===== src/rtl/rgb_pwm_ctrl.sv =====
// rgb_pwm_ctrl: multi-channel RGB LED PWM driver with off, steady, blink and breathe modes
module rgb_pwm_ctrl #(
  parameter int N_CH        = 2,
  parameter int PWM_PERIOD  = 100,
  parameter int DUTY_W      = 7,
  parameter int TICK_DIV    = 1000,
  parameter int BLINK_TICKS = 250
) (
  input  logic                     clk,
  input  logic                     rst,
  input  logic [N_CH-1:0]          flag,
  input  logic [2*N_CH-1:0]        mode,
  input  logic [N_CH*DUTY_W-1:0]   duty_r,
  input  logic [N_CH*DUTY_W-1:0]   duty_g,
  input  logic [N_CH*DUTY_W-1:0]   duty_b,
  output logic [N_CH-1:0]          led_r,
  output logic [N_CH-1:0]          led_g,
  output logic [N_CH-1:0]          led_b
);
  localparam int TW = TICK_DIV > 1 ? $clog2(TICK_DIV) : 1;
  localparam int BW = BLINK_TICKS > 1 ? $clog2(BLINK_TICKS) : 1;
  localparam logic [DUTY_W-1:0] CNT_MAX   = DUTY_W'(PWM_PERIOD - 1);
  localparam logic [TW-1:0]     TICK_MAX  = TW'(TICK_DIV - 1);
  localparam logic [BW-1:0]     BLINK_MAX = BW'(BLINK_TICKS - 1);
  typedef enum logic {RISE, FALL} env_state_e;
  logic [DUTY_W-1:0] cnt_q, cnt_d;
  logic [TW-1:0] tick_cnt_q, tick_cnt_d;
  logic [BW-1:0] blink_cnt_q, blink_cnt_d;
  logic phase_q, phase_d;
  logic [7:0] env_q, env_d;
  env_state_e state_q, state_d;
  logic tick, blink_wrap, turn, reload;
  logic [2:0][N_CH-1:0][DUTY_W-1:0] duty_in, tgt, shd_q, shd_d;
  logic [2:0][N_CH-1:0] led_q, led_d;
  assign duty_in = {duty_b, duty_g, duty_r};
  assign {led_b, led_g, led_r} = led_q;
  // Breathe scaling keeps the full duty*envelope product before dropping the 8 fraction bits.
  function automatic logic [DUTY_W-1:0] scale(input logic [DUTY_W-1:0] d, input logic [7:0] e);
    logic [DUTY_W+7:0] p;
    p = {8'd0, d} * {{DUTY_W{1'b0}}, e};
    return p[DUTY_W+7:8];
  endfunction
  // Shared timebase: period counter, tick divider and blink phase, common to every channel.
  always_comb begin
    reload      = cnt_q == CNT_MAX;
    cnt_d       = reload ? '0 : cnt_q + 1'b1;
    tick        = tick_cnt_q == TICK_MAX;
    tick_cnt_d  = tick ? '0 : tick_cnt_q + 1'b1;
    blink_wrap  = tick && blink_cnt_q == BLINK_MAX;
    blink_cnt_d = !tick ? blink_cnt_q : blink_wrap ? '0 : blink_cnt_q + 1'b1;
    phase_d     = phase_q ^ blink_wrap;
  end
  // Breathe envelope FSM: the turning tick holds the end value instead of stepping.
  always_comb begin
    turn    = tick && (state_q == RISE ? env_q == 8'hff : env_q == 8'h00);
    state_d = turn ? (state_q == RISE ? FALL : RISE) : state_q;
    env_d   = !tick || turn ? env_q : state_q == RISE ? env_q + 1'b1 : env_q - 1'b1;
  end
  // Per-colour target duty, shadow reload at period end, and gated PWM compare.
  always_comb begin
    tgt   = '0;
    shd_d = shd_q;
    led_d = '0;
    for (int c = 0; c < 3; c++)
      for (int i = 0; i < N_CH; i++) begin
        tgt[c][i]   = mode[2*i +: 2] == 2'b01 ? duty_in[c][i] :
                      mode[2*i +: 2] == 2'b10 ? (phase_q ? duty_in[c][i] : '0) :
                      mode[2*i +: 2] == 2'b11 ? scale(duty_in[c][i], env_q) : '0;
        shd_d[c][i] = reload ? tgt[c][i] : shd_q[c][i];
        led_d[c][i] = flag[i] && cnt_q < shd_q[c][i];
      end
  end
  // State registers; reset clears everything except the blink phase, which restarts on.
  always_ff @(posedge clk)
    if (rst) begin
      cnt_q       <= '0;
      tick_cnt_q  <= '0;
      blink_cnt_q <= '0;
      phase_q     <= 1'b1;
      env_q       <= '0;
      state_q     <= RISE;
      shd_q       <= '0;
      led_q       <= '0;
    end else begin
      cnt_q       <= cnt_d;
      tick_cnt_q  <= tick_cnt_d;
      blink_cnt_q <= blink_cnt_d;
      phase_q     <= phase_d;
      env_q       <= env_d;
      state_q     <= state_d;
      shd_q       <= shd_d;
      led_q       <= led_d;
    end
endmodule


===== config.mk =====
export PLATFORM = sky130hd
export DESIGN_NAME = rgb_pwm_ctrl
export DESIGN_NICKNAME = d
export VERILOG_FILES = /design/src/rtl/rgb_pwm_ctrl.sv
export SDC_FILE = /design/constraint.sdc
export NUM_CORES = 1
export LEC_CHECK = 0
export ABC_AREA = 1
export BUFFER_PORTS_ARGS = -buffer_cell sky130_fd_sc_hd__clkbuf_2
export CAP_MARGIN = 5
export CORE_ASPECT_RATIO = 0.7
export CORE_MARGIN = 8
export CORE_UTILIZATION = 48
export DETAILED_ROUTE_END_ITERATION = 12
export PLACE_DENSITY = 0.76
export SLEW_MARGIN = 20
export SYNTH_ARGS = -nofsm -noshare
export SYNTH_HDL_FRONTEND = slang
export SYNTH_SLANG_ARGS = --single-unit

===== constraint.sdc =====
create_clock -name clk -period 5.2 [get_ports clk]
set_input_delay 0.52 -clock clk [delete_from_list [all_inputs] [get_ports clk]]
set_output_delay 0.52 -clock clk [all_outputs]
set_load 0.005 [all_outputs]

# After elaboration in Yosys (flattened, before gate mapping)
# Cells that the tools add are included.
# word_totals
inputBits	50
register_bits	83
wordCells	84
out_inout_bits	6
# op_classes
addsub	5
bitwise_logic	1
eq_ne	10
n_lt_le_gt_ge	6
n_mux	28
n_reduce_logical	13
n_mul	6
# op_table
operator	n
7-bit 2-to-1 mux	24
7-bit by 8-bit multiplier with 15-bit output	6
7-bit less-than comparator	6
8-bit by 1-bit adder with 8-bit output (second input constant)	2
8-bit == test (second input constant)	2
8-bit 2-to-1 mux	2
10-bit by 1-bit adder with 10-bit output (second input constant)	1
10-bit == test (second input constant)	1
2-bit == test (second input constant)	4
1-bit logical AND	8
8-bit zero test	1
8-bit by 1-bit subtractor with 8-bit output (second input constant)	1
7-bit by 1-bit adder with 7-bit output (second input constant)	1
7-bit == test (second input constant)	1
2-bit by 1-bit == test with 1-bit output (second input constant)	2
2-bit OR reduction	2
1-bit 2-to-1 mux	2
1-bit zero test	1
1-bit logical OR	1
1-bit XOR	1

# Logic depth before layout (Yosys ltp)
# logic_depth
word_depth	4
mapped_depth	24
ltp_nobuf	22

# Least setup slack after synthesis
# No wires, ideal clock.
# synth_path
path_kind	register to register
start	reg env_q[1]
end	reg shd_q[4] (netlist bit)
period_less_slack_ns	4.262
path_buffers	2
arrival_ns	4.150
setup_time_ns	0.112
setup_slack_ns	0.938
required_ns	5.088
path_stages_with_launch	20
path_cell_list	dfxtp_1 buf_2 buf_1 nand2_1 inv_1 fa_1 fa_1 fa_1 inv_1 fa_1 inv_1 ha_1 a21oi_1 o21ai_0 a21oi_1 nand3b_1 nand3_1 nand2_1 nand2_1 nand2_1
# synth_via
elab_chain_len	4
# synth_lines
item	line	text
from (decl)	30	logic [7:0] env_q, env_d;
from (signal assigned)	89	env_q <= env_d;
7-bit by 8-bit multiplier with 15-bit output	40	p = {8'd0, d} * {{DUTY_W{1'b0}}, e};
7-bit 2-to-1 mux	68	mode[2*i +: 2] == 2'b11 ? scale(duty_in[c][i], env_q) : '0;
7-bit 2-to-1 mux	67	mode[2*i +: 2] == 2'b10 ? (phase_q ? duty_in[c][i] : '0) :
7-bit 2-to-1 mux	66	tgt[c][i] = mode[2*i +: 2] == 2'b01 ? duty_in[c][i] :
to (signal assigned)	82	shd_q <= '0;
to (signal assigned)	91	shd_q <= shd_d;
to (decl)	33	logic [2:0][N_CH-1:0][DUTY_W-1:0] duty_in, tgt, shd_q, shd_d;
# No other way between the ends.
# A chain may end at the register's enable or synchronous reset.

# Worst setup path in the final report
# layout_path
start	reg env_q[5]
end	reg shd_q[41] (netlist bit)
# The elaborated chain is that of the path after synthesis.

==> impl_metrics.tcl <==
set metrics [dict create \
    synth_top_area_share_pct 21.23 \
    hp-start "blink_cnt_q[6]$_SDFFE_PP0P_" \
    clockPowerShare_pct 44.2 \
    hp-class "register to register" \
    routed_wl_um 43800 \
    fmax_mhz 221.8 \
    p_seq_share_pct 44.0 \
    final_common_cell "nand2_1" \
    grt.busiest_layer "met2" \
    rsz0062_at_grt "no" \
    p_sw_share_pct 27.71 \
    grt_start_max_net_pins 33 \
    status "completed" \
    synthTopCellsByArea "fa_1 21%, ha_1 18%, nand2_1 16%, inv_1 12%, dfxtp_1 10%" \
    antenna_found_initial 2 \
    synth_edf_count 0 \
    die-area_sq_mm 0.03938 \
    crit_start "env_q[5]$_SDFFE_PP0N_" \
    drv_cap 0 \
    setup_viol 0 \
    dp_slack_ps 704.2 \
    root_buffer "clkbuf_16" \
    firstDrtPassIters 6 \
    gp_congestion 0.9617 \
    io_buffer_count 55 \
    use_met2_pct 35.03 \
    p_per_area_mw_per_mm2 87.23 \
    cp.arrival_ps 4790 \
    die_h_um 168.5 \
    vias_per_cell 5.252 \
    ff2ff_path_depth 21 \
    rows 55 \
    grt_pass1_vias 14670 \
    comb_power_share_pct 11.8 \
    synthesis.nets 2839 \
    grt_usage_pct 22.84 \
    ctsHoldBuffers 0 \
    cts_resized 0 \
    p_int_mw 1.069 \
    met1_usage_pct 33.42 \
    dieWidth_um 233.8 \
    layout_setup_ws_ps 691.0 \
    cts_buffers 9 \
    finalCriticalPeriod_ps 4509 \
    start_util_pct 49.07 \
    drtIter0Drc 1408 \
    peakVddDrop_mv 0.1819 \
    worst_pin_slew_ps 1099 \
    drc_errors 0 \
    p_leak_nw 11.03 \
    crit_path_max_incr_delay_ps 700 \
    r2r_end "shd_q[41]$_SDFFE_PP0P_" \
    yosysTopAreaCell "fa_1" \
    finClkSkew_ps 7.769 \
    path_buf_inv 5 \
    ctsHtreeMaxLevel 3 \
    syn_area_sq_mm 0.01594 \
    syn_to_final_growth_pct 6.328 \
    maxSlewViolCount 0 \
    r2r-start "env_q[5]$_SDFFE_PP0N_" \
    critical_path.slowest_cell "dfxtp_2" \
    syn_inst 2388 \
    final.fill_count 3177 \
    tns_ps 0 \
    grt_use_met3_pct 2.906 \
    power.switching_uw 409.6 \
    worstHoldPathCells 2 \
    clock_sinks 83 \
    hold_end "blink_cnt_q[6]$_SDFFE_PP0P_" \
    fin_crit_sh_pct 86.71 \
    async_flop_share_pct 0 \
    synth-main-ff-cell "dfxtp_1" \
    vias 14810 \
    hold_violations 0 \
    clk_pin_slew_ps 60 \
    avgSynthCellArea_sq_um 6.674 \
    drive_gt1_share_pct 4.770 \
    yosysWarnings 0 \
    core-area_sq_mm 0.03248 \
    ys_seq_elements 83 \
    clockBufferDepth 2 \
    finalNetCount 2836 \
    crit_type "register to register" \
    insertion_delay_ps 350 \
    maxSlewHeadroom_pct 26.25 \
    cp_max_fo 21 \
    cp-end-kind "register" \
    r2r_setup_slack_ps 690 \
    path_delay_family "adder cells" \
    cts_tree "yes" \
    yosysSeqAreaShare_pct 10.43 \
    ios 56 \
    required_ps 5480 \
    crit_chain "buf_4, nand2_1, inv_1, fa_1, fa_1, fa_1, inv_1, fa_1, inv_1, ha_1, nand2_1, nand2_1, inv_1, nor2_1, nor2_1, nor2_1, nor2_1, nand2_1, nand2_1, nand3_1, a21oi_1" \
    grt_pass1_wl_um 74000 \
    overflow 0 \
    ant_nets 0 \
    wl_per_cell_um 15.54 \
    mostFrequentLayoutCells "667 x nand2_1, 527 x inv_1, 232 x ha_1" \
    critPathLaunchType "register" \
    critPathMostFrequentCell "nand2_1" \
    hpwl_um 34960 \
    synth.distinct_cells 33 \
    cts_setup_buffers 0 \
]
[flip-flops by register name, indices dropped and copies added (netlist names)]
signal	flops
blink_cnt_q	8
cnt_q	7
env_q	8
led_b	2
led_g	2
led_r	2
phase_q	1
shd_q	42
state_q	1
tick_cnt_q	10
[power by group through the flow]
stage / clock (mW) / sequential (mW) / combinational, mW
after floorplan: 0 / 0.662 / 0.103
after global placement: 0 / 0.665 / 0.167
after detailed placement: 0 / 0.665 / 0.170
after CTS: 0.656 / 0.651 / 0.171
after global routing: 0.682 / 0.651 / 0.190
final: 0.653 / 0.651 / 0.174
[synthesized netlist by cell type (all sizes together) (8+ instances only)]
library cell  number
a21oi            176
inv              528
clkbuf            63
nor3              18
fa               169
ha               232
buf               33
nand3b            19
o21ai             74
nand3            102
dfxtp             83
nand4             21
nor2             144
xor2               8
nand2            668
[logic make-up (layout without fill, tap and decap cells)]
logic type	after synthesis	in the layout	synth area share [%]
flops	83	83	10.43
fa+ha+maj	401	401	39.44
simple gates	990	990	25.54
compound gates	274	274	9.005
xor+xnor	13	13	0.7144
other cells	0	2	0
buf+inv	627	629	14.88
[worst register-to-register path, delay by kind of cell (launching register included)]
family / cells / cell delay, ps
adder cells (fa/ha/maj): 5 / 2230
AND/OR/NAND/NOR: 10 / 770
flip-flops: 1 / 700
buffers and inverters: 5 / 620
AO/OA/AOI/OAI: 1 / 130
[layer usage]
metal	share of wire, %	vias to the layer above
li1	-	7303
met2	42	516
met3	7.1	57
met1	49	6930
met4	2.4	0
met5	0	-
[how the worst max path moves through the flow]
stage | to | slack [ps] | cells after the start
after floorplan | shd_q[4]$_SDFFE_PP0P_ | 940 | 19
final | shd_q[41]$_SDFFE_PP0P_ | 690 | 21
after detailed placement | shd_q[25]$_SDFFE_PP0P_ | 700 | 17
after global routing | shd_q[41]$_SDFFE_PP0P_ | 280 | 21
after global placement | shd_q[34]$_SDFFE_PP0P_ | 730 | 19
after CTS | shd_q[20]$_SDFFE_PP0P_ | 680 | 17
[cell type report]
type	count	area [sq um]	share of cell area, %
flip-flops and latches	83	1670	9.857
inverters	531	1993	11.76
clock buffers	11	242.7	1.432
multi-input cells	1678	11910	70.27
repair buffers	82	540.5	3.190
clock inverters	5	52.55	0.3101
well taps	427	534.3	3.153
diodes	2	5.005	0.02953
[metrics by stage]
step / hold WS, ps / total power, mW / instance area [sq um] / std cells / util, %
floorplan: 425.5 / 0.7645 / 15940 / 2388 / -
global placement: 432.0 / 0.8312 / 16640 / 2801 / 51.24
detailed placement: 441.6 / 0.8355 / 16640 / 2801 / 51.24
CTS: 458.3 / 1.479 / 16940 / 2817 / 52.15
global route: 469.3 / 1.524 / 16950 / 2819 / 52.17
finish: 449.3 / 1.478 / 16950 / 2819 / 52.17
Note: power is estimated with default switching activity, not from simulation.
